==> src/rtl/bnn_pkg.sv <==
// bnn_pkg: shared FSM state type and width helpers for the binary
// neural network classifier.
package bnn_pkg;

    // Controller phases: wait for features, hidden layer, output layer, hold result.
    typedef enum logic [1:0] {
        ST_IDLE = 2'd0,
        ST_L0   = 2'd1,
        ST_L1   = 2'd2,
        ST_DONE = 2'd3
    } state_t;

    // A signed sum of FEAT_CNT unsigned FEAT_BITS terms needs log2 growth
    // plus one sign bit, so it can never overflow.
    function automatic int sum_width(input int feat_cnt, input int feat_bits);
        return feat_bits + $clog2(feat_cnt) + 1;
    endfunction

    // A popcount over HIDDEN_CNT bits ranges 0..HIDDEN_CNT inclusive.
    function automatic int score_width(input int hidden_cnt);
        return $clog2(hidden_cnt + 1);
    endfunction

endpackage

==> src/rtl/bnn_l0_neuron.sv <==
// bnn_l0_neuron: one binary hidden neuron. Adds each feature whose weight
// bit is 1 and subtracts each feature whose weight bit is 0; the neuron
// fires when the signed sum is non-negative. Purely combinational.
module bnn_l0_neuron
    import bnn_pkg::*;
#(
    parameter int FEAT_CNT  = 19,
    parameter int FEAT_BITS = 4
) (
    input  logic [FEAT_CNT*FEAT_BITS-1:0] features,
    input  logic [FEAT_CNT-1:0]           weights,
    output logic                          hidden
);

    localparam int SW = sum_width(FEAT_CNT, FEAT_BITS);

    logic signed [SW-1:0] sum;

    // Signed accumulation of +f_i / -f_i across all features.
    always_comb begin
        // NOTE: every variable driven here gets a default first, otherwise a path that skips the assignment infers a latch.
        sum = '0;
        for (int i = 0; i < FEAT_CNT; i++) begin
            if (weights[i]) sum = sum + SW'(features[i*FEAT_BITS +: FEAT_BITS]);
            else            sum = sum - SW'(features[i*FEAT_BITS +: FEAT_BITS]);
        end
        hidden = ~sum[SW-1];
    end

endmodule

==> src/rtl/bnn_seq_hs.sv <==
// bnn_seq_hs: sequential two-layer binary neural network classifier with
// valid/ready handshakes. Hidden neurons are evaluated one per cycle, then
// classes one per cycle with a running argmax (ties keep the lower index).
// Optional feature: define BNN_SCORE_OUT_EN to add the winning-score port.
module bnn_seq_hs
    import bnn_pkg::*;
#(
    parameter int                               FEAT_CNT   = 19,
    parameter int                               FEAT_BITS  = 4,
    parameter int                               HIDDEN_CNT = 40,
    parameter int                               CLASS_CNT  = 3,
    parameter logic [FEAT_CNT*HIDDEN_CNT-1:0]   Weights0   = '0,
    parameter logic [HIDDEN_CNT*CLASS_CNT-1:0]  Weights1   = '0
) (
    input  logic                              clk,
    input  logic                              rst,
    input  logic                              in_valid,
    output logic                              in_ready,
    input  logic [FEAT_CNT*FEAT_BITS-1:0]     features,
    output logic                              out_valid,
    input  logic                              out_ready,
    output logic [$clog2(CLASS_CNT)-1:0]      prediction
`ifdef BNN_SCORE_OUT_EN
    ,
    output logic [score_width(HIDDEN_CNT)-1:0] score
`endif
);

    localparam int HIW = (HIDDEN_CNT > 1) ? $clog2(HIDDEN_CNT) : 1;
    localparam int CIW = $clog2(CLASS_CNT);
    localparam int SCW = score_width(HIDDEN_CNT);

    state_t                        state, next_state;
    logic [FEAT_CNT*FEAT_BITS-1:0] feat_q;
    logic [HIDDEN_CNT-1:0]         hidden_q;
    logic [HIW-1:0]                hid_idx;
    logic [CIW-1:0]                cls_idx;
    logic [SCW-1:0]                best_score;
    logic [CIW-1:0]                best_idx;
    logic [CIW-1:0]                pred_q;

    logic [FEAT_CNT-1:0]           w0_row;
    logic [HIDDEN_CNT-1:0]         w1_row;
    logic                          hid_bit;
    logic [SCW-1:0]                cls_score;
    logic                          win_take;
    logic [CIW-1:0]                win_idx;
    logic [SCW-1:0]                win_score;
    logic                          hid_last;
    logic                          cls_last;

    assign w0_row   = Weights0[int'(hid_idx)*FEAT_CNT +: FEAT_CNT];
    assign w1_row   = Weights1[int'(cls_idx)*HIDDEN_CNT +: HIDDEN_CNT];
    assign hid_last = (hid_idx == HIW'(HIDDEN_CNT - 1));
    assign cls_last = (cls_idx == CIW'(CLASS_CNT - 1));

    bnn_l0_neuron #(
        .FEAT_CNT  (FEAT_CNT),
        .FEAT_BITS (FEAT_BITS)
    ) u_neuron (
        .features (feat_q),
        .weights  (w0_row),
        .hidden   (hid_bit)
    );

    // Class score (XNOR popcount) and the running argmax candidate.
    always_comb begin
        cls_score = '0;
        for (int j = 0; j < HIDDEN_CNT; j++) begin
            cls_score = cls_score + SCW'(hidden_q[j] ~^ w1_row[j]);
        end
        win_take  = (cls_idx == '0) || (cls_score > best_score);
        win_idx   = win_take ? cls_idx : best_idx;
        win_score = win_take ? cls_score : best_score;
    end

    // State register.
    always_ff @(posedge clk or posedge rst) begin
        // NOTE: sequential state uses non-blocking assignments so every register samples pre-edge values.
        if (rst) state <= ST_IDLE;
        else     state <= next_state;
    end

    // Next-state logic and handshake outputs.
    always_comb begin
        next_state = state;
        in_ready   = 1'b0;
        out_valid  = 1'b0;
        case (state)
            ST_IDLE: begin
                in_ready = 1'b1;
                if (in_valid) next_state = ST_L0;
            end
            ST_L0:   if (hid_last) next_state = ST_L1;
            ST_L1:   if (cls_last) next_state = ST_DONE;
            ST_DONE: begin
                out_valid = 1'b1;
                if (out_ready) next_state = ST_IDLE;
            end
            default: next_state = ST_IDLE;
        endcase
    end

    // Feature capture register, loaded on every accepted transaction.
    always_ff @(posedge clk) begin
        // NOTE: pure data register with no reset; it is always written before any stage reads it.
        if (state == ST_IDLE && in_valid) feat_q <= features;
    end

    // Datapath: hidden vector, layer counters, running argmax and result.
    always_ff @(posedge clk or posedge rst) begin
        if (rst) begin
            hidden_q   <= '0;
            hid_idx    <= '0;
            cls_idx    <= '0;
            best_score <= '0;
            best_idx   <= '0;
            pred_q     <= '0;
        end else begin
            case (state)
                ST_IDLE: begin
                    if (in_valid) begin
                        hid_idx <= '0;
                        cls_idx <= '0;
                    end
                end
                ST_L0: begin
                    hidden_q[hid_idx] <= hid_bit;
                    hid_idx           <= hid_last ? '0 : hid_idx + 1'b1;
                end
                ST_L1: begin
                    best_score <= win_score;
                    best_idx   <= win_idx;
                    cls_idx    <= cls_last ? '0 : cls_idx + 1'b1;
                    if (cls_last) pred_q <= win_idx;
                end
                default: ;
            endcase
        end
    end

    assign prediction = pred_q;

`ifdef BNN_SCORE_OUT_EN
    logic [SCW-1:0] score_q;

    // Winning score, loaded together with the prediction.
    always_ff @(posedge clk or posedge rst) begin
        if (rst)                          score_q <= '0;
        else if (state == ST_L1 && cls_last) score_q <= win_score;
    end

    assign score = score_q;
`endif

endmodule

==> config.mk <==
export PLATFORM = sky130hd
export DESIGN_NAME = bnn_seq_hs
export DESIGN_NICKNAME = d
export VERILOG_FILES = /design/src/rtl/bnn_pkg.sv /design/src/rtl/bnn_l0_neuron.sv /design/src/rtl/bnn_seq_hs.sv
export SDC_FILE = /design/constraint.sdc
export NUM_CORES = 1
export LEC_CHECK = 0
export ABC_AREA = 0
export BUFFER_PORTS_ARGS = -buffer_cell sky130_fd_sc_hd__buf_2
export CAP_MARGIN = 5
export CORE_ASPECT_RATIO = 1.75
export CORE_MARGIN = 5
export CORE_UTILIZATION = 50
export CTS_BUF_LIST = sky130_fd_sc_hd__clkbuf_8
export DETAILED_ROUTE_END_ITERATION = 12
export MAX_ROUTING_LAYER = met4
export PLACE_DENSITY = 0.68
export SLEW_MARGIN = 20
export SYNTH_ARGS = -nofsm -noshare
export SYNTH_HDL_FRONTEND = slang
export SYNTH_SLANG_ARGS = --single-unit
export TNS_END_PERCENT = 5
==> constraint.sdc <==
create_clock -name clk -period 19.5 [get_ports clk]
set_input_delay 1.95 -clock clk [delete_from_list [all_inputs] [get_ports clk]]
set_output_delay 1.95 -clock clk [all_outputs]
set_load 0.01 [all_outputs]
==> summary.md <==
| Metric | Value |
|---|---|
| Min-Delay Path Class | `register to register` |
| Ant. Diodes | `0` |
| Placed inst area | `14,220 um^2` |
| Main synth FF type | `edfxtp_1` |
| Die width | `134.0 um` |
| Drt first pass iters | `5` |
| Crit-path max cell delay | `0.75 ns` |
| Slew @ Worst Pin | `1.054 ns` |
| Quantity of gates resized following cts | `0` |
| Final Setup Violations | `0` |
| Post-Route M1 WL | `10,500 um` |
| Detailed router's first-iteration violation count | `226` |
| WP data required | `19.88 ns` |
| Fraction of registers with async set/reset | `44.12%` |
| Max Cap Viol | `0` |
| Synth top area share | `20.26%` |
| Synthesized area | `13,460 um^2` |
| Fin Setup TNS | `0 ns` |
| Hold_ws | `0.4953 ns` |
| Fmax | `0.07421 GHz` |
| Run status | `finished, final reports clean` |
| Metal3 WL | `581 um` |
| Dpl cells | `1,784` |
| Sequential share of the synthesized area | `28.10%` |
| Synth cell types | `58` |
| Starting Density | `50.64%` |
| CTS Root Cell | `clkbuf_8` |
| Clock Skews | `0.03004 ns` |
| Final slew viol count | `0` |
| WS Path Type | `register to register` |
| Post-CTS Hold Fix Bufs | `0` |
| Fin nets | `1,825` |
| Skew-Pair Late Insertion Delay | `0.52 ns` |
| Most frequent cells in the layout | `218 x ha_1, 202 x inv_1, 118 x xnor2_1` |
| Die height | `227.1 um` |
| Routed vias | `9,758` |
| Via density | `5.373` |
| DR WL met2 | `17,580 um` |
| Design area | `14,640 um^2` |
| IO Pins | `84` |
| Largest net degree at the start of global routing | `77` |
| ANT nets after route | `0` |
| RSZ-0062 raised after global routing | `no` |
| Worst setup EP type | `register` |
| Max Root-Sink Buffers | `2` |
| Post-CTS Repair Setup Buffers | `0` |
| Crit path max-delay cell type | `xnor3_2` |
| Post-Route WL | `29,440 um` |
| Finished Layout Cells | `1,816` |
| Syn Inst Count | `1,389` |
| P&R area growth vs syn | `8.717%` |
| Most frequent CP cell | `fa_1` |
| Worst slew margin | `29.71%` |
| Total of warnings raised by yosys | `0` |
| Post-synth EDFFs | `76` |
| Number of H-tree levels | `4` |
| Largest cells by area after synthesis | `ha_1 20%, edfxtp_1 17%, dfrtp_1 11%` |
| Critical path peak fanout | `40` |
| CTS buffer count | `17` |
| Post-route clock period utilization | `69.11%` |
| Core Area | `26,590 um^2` |
| GP Congestion | `0.8903` |
| Die area | `30,440 um^2` |
| Worst setup SP type | `register` |
| Crit path DAT | `13.86 ns` |
| Biggest area consumer among synthesized cells | `ha_1` |
| Most common cell after layout, fill and taps aside | `ha_1` |
| PortBufs | `83` |
| GRT Total Usage | `20.57%` |
| CTS sink cnt | `136` |
| Syn_nets | `1,735` |
| Tmin final | `13.48 ns` |
| Syn Area/Cell | `9.693 um^2` |
| Wire per inst | `16.21 um` |
| Gr ovfl total | `0` |
| Antenna violations before repair | `0` |
| Final Hold Fails | `0` |
| Vias in the first global route | `10.30k` |
| Site Rows | `79` |
| Clock transition at path regs | `0.09 ns` |
| Detail Placement HPWL | `24,330 um` |
| #FFs+latches synth | `136` |
| DR DRC count | `0` |
| Share of cells above drive strength 1 | `12.27%` |
| Top sig layer | `met4` |
| CTS tree | `done` |
| Global-route wire length before repair | `48,000 um` |
[cell families (layout without fill, tap and decap cells)]
logic type / count (synthesis) / after routing / synth area share [%]
buf+inv: 215 / 318 / 6.217
flops: 136 / 136 / 28.10
mux: 45 / 45 / 4.321
simple gates: 295 / 295 / 10.18
fa+ha+maj: 266 / 266 / 27.40
xor+xnor: 167 / 167 / 11.60
compound gates: 265 / 265 / 12.19
[critical path, delay by kind of cell, from the launching register on]
kind / cells / cell delay [ns]
fa+ha+maj: 18 / 7.86
xor+xnor: 11 / 2.21
compound gates: 7 / 1.42
simple gates: 6 / 1.02
flops: 1 / 0.39
mux: 1 / 0.38
buf+inv: 1 / 0.06
[path summary, 6_finish.rpt]
check	from	endpoint	slack (ns)	cells after the start
hold / removal	prediction[0]	prediction[0]	0.50	2
max in group asynchronous	rst	hidden_q[31]	17.31	3
hold reg to reg	prediction[0]	prediction[0]	0.50	2
min in group asynchronous	rst	best_score[3]	1.63	3
setup / recovery	feat_q[4]	hidden_q[31]	6.02	44
setup reg to reg	feat_q[4]	hidden_q[31]	6.02	44
[per-layer routing]
| metal | GRT usage, % | vias to the layer above |
|---|---|---|
| met3 | 3.229 | 39 |
| met2 | 41.78 | 109 |
| met1 | 19.08 | 4692 |
| li1 | - | 4918 |
| met4 | 7.133 | 0 |
| met5 | - | - |
[synthesized netlist by cell type, types with 6 or more instances]
master and n:
edfxtp_1 76, nor3_1 25, nand2b_1 7, nor2_1 106, inv_1 202, o21ai_0 37, a21oi_1 113, dfrtp_1 60
ha_1 218, xor2_1 42, o21bai_1 39, nand2_1 76, mux2_2 25, nand3_1 25, fa_1 48, mux2_4 20
nor3_2 6, a21o_1 34, clkbuf_1 9, o31ai_1 6, xnor2_1 118, nor2b_1 19
[flip-flops by register name (all words and copies together) (netlist names)]
| register | count |
|---|---|
| best_idx | 2 |
| best_score | 6 |
| prediction | 2 |
| hid_idx | 6 |
| cls_idx | 2 |
| hidden_q | 40 |
| state | 2 |
| feat_q | 76 |
[final cells by class]
cell class / instances / area, um^2
well taps: 324 / 405.4
clock buffers: 17 / 234.0
clock inverters: 15 / 187.7
fillers: 2400 / 11950
inverters: 202 / 758.2
repair buffers: 84 / 422.9
multi-input cells: 1038 / 8846
flip-flops and latches: 136 / 3784
[per-stage QoR]
step	util (%)	setup slack, ns
after global placement	53.47	6.218
after detailed placement	53.47	5.976
after CTS	55.05	5.975
final	55.05	6.024
after floorplan	-	7.114
after global routing	55.05	5.309
Power is not shown: default switching activity piles up to over one toggle a cycle in this logic, so the estimate is an artifact.
